==> config.mk <==
export PLATFORM = sky130hd
export DESIGN_NAME = ether_tx_frame_gen
export DESIGN_NICKNAME = d
export VERILOG_FILES = /design/src/rtl/ether_tx_frame_gen.sv
export SDC_FILE = /design/constraint.sdc
export NUM_CORES = 1
export LEC_CHECK = 0
export ABC_AREA = 1
export BUFFER_PORTS_ARGS = -buffer_cell sky130_fd_sc_hd__buf_2
export CAP_MARGIN = 10
export CORE_ASPECT_RATIO = 1.2
export CORE_MARGIN = 3
export CORE_UTILIZATION = 39
export CTS_CLUSTER_SIZE = 10
export DETAILED_ROUTE_END_ITERATION = 8
export GPL_TIMING_DRIVEN = 1
export PLACE_DENSITY = 0.68
export SETUP_SLACK_MARGIN = 0.02
export SLEW_MARGIN = 20
export SYNTH_ARGS = -nofsm -noshare
export SYNTH_HDL_FRONTEND = slang
export SYNTH_SLANG_ARGS = --single-unit
==> constraint.sdc <==
create_clock -name i_clk -period 2.4 [get_ports i_clk]
set_input_delay 0 -clock i_clk [delete_from_list [all_inputs] [get_ports i_clk]]
set_output_delay 0 -clock i_clk [all_outputs]
set_load 0.02 [all_outputs]
==> src/rtl/ether_tx_frame_gen.sv <==
// Ethernet test-frame writer for the MAC TX buffer: software header plus a
// sequence-numbered counting payload, pushed one word at a time under READY/FULL.
module ether_tx_frame_gen #(
    parameter int MIN_PAYLOAD_WORDS = 11,
    parameter int MAX_PAYLOAD_WORDS = 374,
    parameter int GAP_CYCLES        = 16
) (
    input  logic        i_clk,
    input  logic        i_rst_n,
    input  logic        i_start,
    input  logic        i_stop,
    input  logic [47:0] i_dest_mac,
    input  logic [47:0] i_mac_address,
    input  logic [15:0] i_ether_type,
    input  logic [10:0] i_payload_words,
    input  logic [15:0] i_frame_count,
    output logic        o_busy,
    output logic        o_done,
    output logic [15:0] o_seq_no,
    output logic        o_tx_buff_we,
    output logic        o_tx_buff_start,
    output logic        o_tx_buff_end,
    output logic [31:0] o_tx_buff_data,
    input  logic        i_tx_buff_ready,
    input  logic        i_tx_buff_full
);

    typedef enum logic [2:0] {
        S_IDLE,
        S_WAIT_RDY,
        S_HDR,
        S_PAY,
        S_GAP,
        S_FINISH
    } state_t;

    state_t      r_state;
    state_t      w_state_next;

    logic        r_arm;
    logic [47:0] r_dest;
    logic [47:0] r_src;
    logic [15:0] r_type;
    logic [15:0] r_count;
    logic [15:0] r_frames;
    logic [15:0] r_seq;
    logic [10:0] r_n;
    logic [10:0] r_idx;
    logic [15:0] r_gap;
    logic        r_valid;
    logic        r_first;
    logic        r_last;
    logic [31:0] r_data;

    logic        w_accept;
    logic        w_start_run;
    logic        w_load;
    logic        w_gap_done;
    logic        w_run_over;
    logic [10:0] w_n_clamped;
    logic [10:0] w_next_idx;
    logic [15:0] w_pay_k;
    logic [31:0] w_next_data;

    // A word is held in r_data while r_valid; FULL only masks the strobe.
    assign w_accept    = r_valid & ~i_tx_buff_full;
    assign w_start_run = (r_state == S_IDLE) & i_start & r_arm;
    assign w_load      = (r_state == S_WAIT_RDY) & ~i_stop & i_tx_buff_ready;
    assign w_gap_done  = (r_state == S_GAP) && (r_gap == 16'(GAP_CYCLES - 1));
    assign w_run_over  = i_stop | ((r_count != 16'd0) && (r_frames == r_count));

    assign o_tx_buff_we    = w_accept;
    assign o_tx_buff_start = r_first & w_accept;
    assign o_tx_buff_end   = r_last & w_accept;
    assign o_tx_buff_data  = r_data;
    assign o_seq_no        = r_seq;
    assign o_busy          = (r_state != S_IDLE) && (r_state != S_FINISH);
    assign o_done          = (r_state == S_FINISH);

    always_comb begin
        w_n_clamped = i_payload_words;
        if (i_payload_words < 11'(MIN_PAYLOAD_WORDS)) begin
            w_n_clamped = 11'(MIN_PAYLOAD_WORDS);
        end else if (i_payload_words > 11'(MAX_PAYLOAD_WORDS)) begin
            w_n_clamped = 11'(MAX_PAYLOAD_WORDS);
        end
    end

    always_comb begin
        w_next_idx = w_load ? 11'd0 : r_idx + 11'd1;
        w_pay_k    = 16'(w_next_idx - 11'd4);
        case (w_next_idx)
            11'd0:   w_next_data = r_dest[47:16];
            11'd1:   w_next_data = {r_dest[15:0], r_src[47:32]};
            11'd2:   w_next_data = r_src[31:0];
            11'd3:   w_next_data = {r_type, r_seq};
            default: w_next_data = {r_seq, w_pay_k};
        endcase
    end

    always_ff @(posedge i_clk or negedge i_rst_n) begin
        if (!i_rst_n) begin
            r_state <= S_IDLE;
        end else begin
            r_state <= w_state_next;
        end
    end

    always_comb begin
        w_state_next = r_state;
        case (r_state)
            S_IDLE: begin
                if (w_start_run) w_state_next = S_WAIT_RDY;
            end
            S_WAIT_RDY: begin
                if (i_stop) w_state_next = S_FINISH;
                else if (i_tx_buff_ready) w_state_next = S_HDR;
            end
            S_HDR: begin
                if (w_accept && (r_idx == 11'd3)) w_state_next = S_PAY;
            end
            S_PAY: begin
                if (w_accept && r_last) w_state_next = S_GAP;
            end
            S_GAP: begin
                if (w_gap_done) w_state_next = w_run_over ? S_FINISH : S_WAIT_RDY;
            end
            S_FINISH: w_state_next = S_IDLE;
            default:  w_state_next = S_IDLE;
        endcase
    end

    // r_arm blocks a START sampled on the first edge after reset release.
    always_ff @(posedge i_clk or negedge i_rst_n) begin
        if (!i_rst_n) begin
            r_arm    <= 1'b0;
            r_dest   <= '0;
            r_src    <= '0;
            r_type   <= '0;
            r_count  <= '0;
            r_frames <= '0;
            r_seq    <= '0;
            r_n      <= '0;
            r_idx    <= '0;
            r_gap    <= '0;
            r_valid  <= 1'b0;
            r_first  <= 1'b0;
            r_last   <= 1'b0;
            r_data   <= '0;
        end else begin
            r_arm <= 1'b1;
            if (w_start_run) begin
                r_dest   <= i_dest_mac;
                r_src    <= i_mac_address;
                r_type   <= i_ether_type;
                r_count  <= i_frame_count;
                r_n      <= w_n_clamped;
                r_seq    <= 16'd0;
                r_frames <= 16'd0;
            end
            if (w_load) begin
                r_valid <= 1'b1;
                r_idx   <= 11'd0;
                r_data  <= w_next_data;
                r_first <= 1'b1;
                r_last  <= 1'b0;
            end else if (w_accept) begin
                if (r_last) begin
                    r_valid  <= 1'b0;
                    r_first  <= 1'b0;
                    r_last   <= 1'b0;
                    r_seq    <= r_seq + 16'd1;
                    r_frames <= r_frames + 16'd1;
                    r_gap    <= 16'd0;
                end else begin
                    r_idx   <= w_next_idx;
                    r_data  <= w_next_data;
                    r_first <= 1'b0;
                    r_last  <= (w_next_idx == r_n + 11'd3);
                end
            end
            if (r_state == S_GAP) begin
                r_gap <= r_gap + 16'd1;
            end
        end
    end

endmodule
==> run_summary.xml <==
<?xml version="1.0" encoding="UTF-8"?>
<metrics>
  <group name="grt">
    <metric name="globalRouteOverflowTotal" unit="">0</metric>
    <metric name="grt_first_pass_wirelength" unit="mm">69.2</metric>
    <metric name="grt_usage" unit="%">25.5</metric>
    <metric name="pin_count_of_the_biggest_net_entering_global_routing" unit="">105</metric>
    <metric name="antenna_found_initial" unit="">0</metric>
    <metric name="first_global_vias" unit="">12600</metric>
  </group>
  <group name="sta">
    <metric name="number_of_setup_violations_in_the_final_report" unit="">0</metric>
    <metric name="worst-slew-pin-transition" unit="ps">1090</metric>
    <metric name="fmaxAchievable" unit="MHz">442</metric>
    <metric name="final.setup.worst_slack" unit="ps">140</metric>
    <metric name="report.final.slew_viol_count" unit="">0</metric>
    <metric name="grt_setup_unrepaired" unit="">yes</metric>
    <metric name="hold_viol_final" unit="">0</metric>
    <metric name="setup_total_negative_slack" unit="ps">0</metric>
    <metric name="final_period_demand_of_the_worst_path" unit="ps">2260</metric>
    <metric name="max-slew-margin-rel" unit="%">27.4</metric>
    <metric name="worst_clock_skew" unit="ps">8.85</metric>
    <metric name="period_share" unit="%">94.2</metric>
  </group>
  <group name="synth">
    <metric name="yosysSeqAreaShare" unit="%">47.9</metric>
    <metric name="synth_compound_gate_area_share" unit="%">6.81</metric>
    <metric name="synth_warnings" unit="">0</metric>
    <metric name="post_synth_xor_area_fraction" unit="%">2.54</metric>
    <metric name="netlist-cell-type-count" unit="">47</metric>
    <metric name="mappedNetlistNets" unit="">1775</metric>
    <metric name="synth_area_per_cell" unit="um^2">7.63</metric>
    <metric name="post_synth_arst_share" unit="%">100</metric>
    <metric name="synthCells" unit="">1624</metric>
    <metric name="adder_and_majority_cell_fraction_of_the_synthesized_area" unit="%">0.606</metric>
    <metric name="count_of_flip_flops_with_a_built_in_enable_after_synthesis" unit="">0</metric>
    <metric name="flip_flop_cell_with_the_highest_count_after_synthesis" unit="">sky130_fd_sc_hd__dfrtp_1</metric>
    <metric name="netlist_area" unit="mm^2">0.0124</metric>
    <metric name="ffs_latches_synth" unit="">237</metric>
    <metric name="synth-simple-area-share" unit="%">35.5</metric>
    <metric name="share_of_synthesized_area_spent_on_multiplexers" unit="%">0.323</metric>
    <metric name="synth_top_family_by_area" unit="">simple AND/OR/NAND/NOR gates</metric>
  </group>
  <group name="worst_setup_path">
    <metric name="timing.critical_path.from_type" unit="">flop</metric>
    <metric name="crit_chain" unit="">buf_4, nand3_2, nor2_2, nand3_1, nand3_2, nand2_2, nor2_4, buf_12, nand3_1, o21ai_1, o21ai_1, nand2_1</metric>
    <metric name="cpPeakStageDelay" unit="ps">410</metric>
    <metric name="worst_ep_required_time" unit="ps">2880</metric>
    <metric name="crit_path_max_fanout" unit="">17</metric>
    <metric name="critical_path.endpoint_type" unit="">flop</metric>
    <metric name="timing.setup.critical_path_class" unit="">flop to flop</metric>
    <metric name="worst_ep_arrival_time" unit="ps">2740</metric>
    <metric name="critical-path-slowest-cell" unit="">sky130_fd_sc_hd__dfrtp_1</metric>
  </group>
  <group name="floorplan">
    <metric name="core" unit="mm^2">0.0309</metric>
    <metric name="die-area" unit="mm^2">0.0340</metric>
    <metric name="ioPinCount" unit="">198</metric>
    <metric name="floorplan.initialDensity" unit="%">40.1</metric>
    <metric name="die-height" unit="um">201</metric>
    <metric name="rows" unit="">70</metric>
    <metric name="overall_die_width" unit="um">169</metric>
  </group>
  <group name="drt">
    <metric name="detail_route.wirelength" unit="mm">45.0</metric>
    <metric name="post-route-drc-count" unit="">0</metric>
    <metric name="wl_per_cell" unit="um">18.8</metric>
    <metric name="route.detailed.vias_per_inst" unit="">5.34</metric>
    <metric name="antenna_nets_post_route" unit="">0</metric>
    <metric name="vias" unit="">12800</metric>
    <metric name="detailedRoute.firstIterationViolations" unit="">1058</metric>
    <metric name="drt_pass1_iterations" unit="">6</metric>
  </group>
  <group name="status">
    <metric name="outcome" unit="">completed</metric>
  </group>
  <group name="worst_hold_path">
    <metric name="hold_path.class" unit="">input port to async pin</metric>
  </group>
  <group name="power_and_ir_drop">
    <metric name="power.ir.vdd_worst" unit="uV">545</metric>
    <metric name="cellLeakagePower" unit="uW">0.00869</metric>
    <metric name="power_density" unit="mW/mm^2">752</metric>
  </group>
  <group name="clock_tree">
    <metric name="htree_num_levels" unit="">1</metric>
    <metric name="worstSkewPairLatency" unit="ps">550</metric>
    <metric name="cts_root_buffer" unit="">sky130_fd_sc_hd__clkbuf_16</metric>
    <metric name="clock_tree_from_tritoncts" unit="">built</metric>
    <metric name="clock_sinks" unit="">237</metric>
    <metric name="clkTransAtPathRegs" unit="ps">60</metric>
    <metric name="cts_buf_count" unit="">29</metric>
    <metric name="clock_path_buffers" unit="">3</metric>
  </group>
  <group name="finish">
    <metric name="num_antenna_cells" unit="">0</metric>
    <metric name="finish.net_count" unit="">2137</metric>
    <metric name="area_growth_syn_to_layout" unit="%">34.5</metric>
    <metric name="drive_gt1_share" unit="%">18.0</metric>
    <metric name="layout.cell_area.non_filler" unit="mm^2">0.0167</metric>
  </group>
  <group name="place">
    <metric name="dpl.hpwl" unit="mm">29.6</metric>
    <metric name="detailedPlace.worstSlack" unit="ps">-155</metric>
    <metric name="place_congestion" unit="">0.941</metric>
    <metric name="port-buffer-count" unit="">197</metric>
    <metric name="detailed_place.area" unit="mm^2">0.0140</metric>
  </group>
  <group name="flow_run">
    <metric name="drv_cap" unit="">0</metric>
  </group>
</metrics>
## Yosys cell counts (all sizes together) (2+ instances only)
| cell type | n | share of area (%) |
|---|---|---|
| nand4 | 133 | 6.7 |
| o32ai | 3 | 0.21 |
| a22oi | 7 | 0.42 |
| o21bai | 2 | 0.12 |
| a21oi | 57 | 2.3 |
| inv | 96 | 2.9 |
| nand2 | 678 | 21 |
| dfrtp | 237 | 48 |
| a22o | 2 | 0.14 |
| ha | 6 | 0.61 |
| xnor2 | 15 | 1.1 |
| o22ai | 5 | 0.25 |
| nor3 | 19 | 0.81 |
| o21ai | 63 | 2.5 |
| buf | 48 | 2.3 |
| nand3 | 54 | 2.5 |
| clkbuf | 39 | 1.2 |
| xor2 | 21 | 1.5 |
| a31oi | 4 | 0.20 |
| or2 | 3 | 0.15 |
| nor4 | 12 | 0.61 |
| nor2 | 105 | 3.8 |
| mux2i | 4 | 0.32 |
## flip-flops by register name (all words and copies together) (netlist names), 16 cells and up
register / cells
o_seq_no: 16
o_tx_buff_data: 32
r_count: 16
r_dest: 48
r_frames: 16
r_gap: 16
r_src: 48
r_type: 16
## worst max-delay path: cells and delay by family (launching register included)
family | cells | cell delay, ps
AO/OA/AOI/OAI | 2 | 430
flip-flops | 1 | 410
buffers and inverters | 2 | 320
AND/OR/NAND/NOR | 8 | 1010
## routing by layer
layer / part of all wire [%] / global-route usage, % / up-vias / wire, um
met5: 0 / 0 / - / 0
met4: 5.1 / 11.3 / 0 / 2320
met3: 6.3 / 3.64 / 117 / 2830
met1: 40 / 31.9 / 6090 / 17800
li1: - / - / 6037 / -
met2: 49 / 43.7 / 532 / 22100
## kinds of logic (layout without fill, tap and decap cells)
logic type / after synthesis / in the layout
flops: 237 / 237
buf+inv: 183 / 552
mux: 4 / 4
other cells: 1 / 1
xor+xnor: 36 / 36
simple gates: 1005 / 1007
compound gates: 152 / 152
fa+ha+maj: 6 / 6
## cell type report
class,count,area (um^2)
clock buffer,37,796
clock inverter,3,22.5
fill,2801,14200
inverter,96,363
multi-input combinational,1206,5760
sequential,237,5930
tap,396,495
timing repair buffer,416,3300
## power breakdown
group	internal, uW	total (uW)	switching [uW]
sequential	4260	4520	267
combinational	1590	4110	2520
clock	2280	3910	1630
## what timing repair did
item                                    4_1_cts  5_1_grt
resized for setup                             5       20
endpoints found under the hold margin       267        0
pin swaps                                     2        6
cloned                                        3        5
hold buffers                                147        0
endpoints found under the setup margin       32       36
setup buffers                                 2       11
## per-stage QoR
step | instances | utilization, % | total power [uW] | hold WS [ps]
after floorplan | 1624 | - | 6590 | -296
after global placement | 2183 | 45.3 | 7790 | 36.3
after detailed placement | 2183 | 45.3 | 7810 | 34.6
after CTS | 2375 | 53.0 | 12200 | 51.0
after global routing | 2391 | 53.9 | 13100 | 73.9
final | 2391 | 53.9 | 12500 | 17.5
## cell usage in the layout (no fill, tap or decap), types with 3 or more instances in the layout
cell type / instances
sky130_fd_sc_hd__buf_2: 196
sky130_fd_sc_hd__nor4_1: 12
sky130_fd_sc_hd__dfrtp_1: 236
sky130_fd_sc_hd__nand3_2: 9
sky130_fd_sc_hd__mux2i_1: 4
sky130_fd_sc_hd__buf_16: 3
sky130_fd_sc_hd__clkbuf_16: 33
sky130_fd_sc_hd__nor2_4: 7
sky130_fd_sc_hd__nand2_2: 10
sky130_fd_sc_hd__buf_6: 3
sky130_fd_sc_hd__a21oi_1: 55
sky130_fd_sc_hd__ha_1: 5
sky130_fd_sc_hd__buf_4: 50
sky130_fd_sc_hd__inv_1: 91
sky130_fd_sc_hd__o21ai_0: 52
sky130_fd_sc_hd__nand4_1: 133
sky130_fd_sc_hd__nor2_1: 91
sky130_fd_sc_hd__nand2_1: 666
sky130_fd_sc_hd__clkbuf_1: 4
sky130_fd_sc_hd__buf_12: 12
sky130_fd_sc_hd__clkbuf_8: 4
sky130_fd_sc_hd__o21ai_1: 11
sky130_fd_sc_hd__nor2_2: 8
sky130_fd_sc_hd__o32ai_1: 3
sky130_fd_sc_hd__inv_2: 4
sky130_fd_sc_hd__o22ai_1: 5
sky130_fd_sc_hd__a31oi_1: 4
sky130_fd_sc_hd__nand3_1: 43
sky130_fd_sc_hd__xnor2_1: 15
sky130_fd_sc_hd__dlygate4sd3_1: 147
sky130_fd_sc_hd__xor2_1: 21
sky130_fd_sc_hd__nor3_1: 16
sky130_fd_sc_hd__a22oi_1: 7
## path summary, 6_finish.rpt
kind | slack (ps) | startpoint | endpoint | cells past startpoint
worst max-delay path | 140 | r_idx[1] | o_tx_buff_data[11] | 12
worst min-delay path | 20 | i_rst_n | r_gap[5] | 2
worst max register to register | 140 | r_idx[1] | o_tx_buff_data[11] | 12
worst min register to register | 470 | o_tx_buff_data[4] | o_tx_buff_data[4] | 2
max in group asynchronous | 1460 | i_rst_n | o_tx_buff_data[22] | 3
min in group i_clk | 140 | i_payload_words[9] | r_n[0] | 6
No activity file was read; power rests on OpenSTA's default activity.
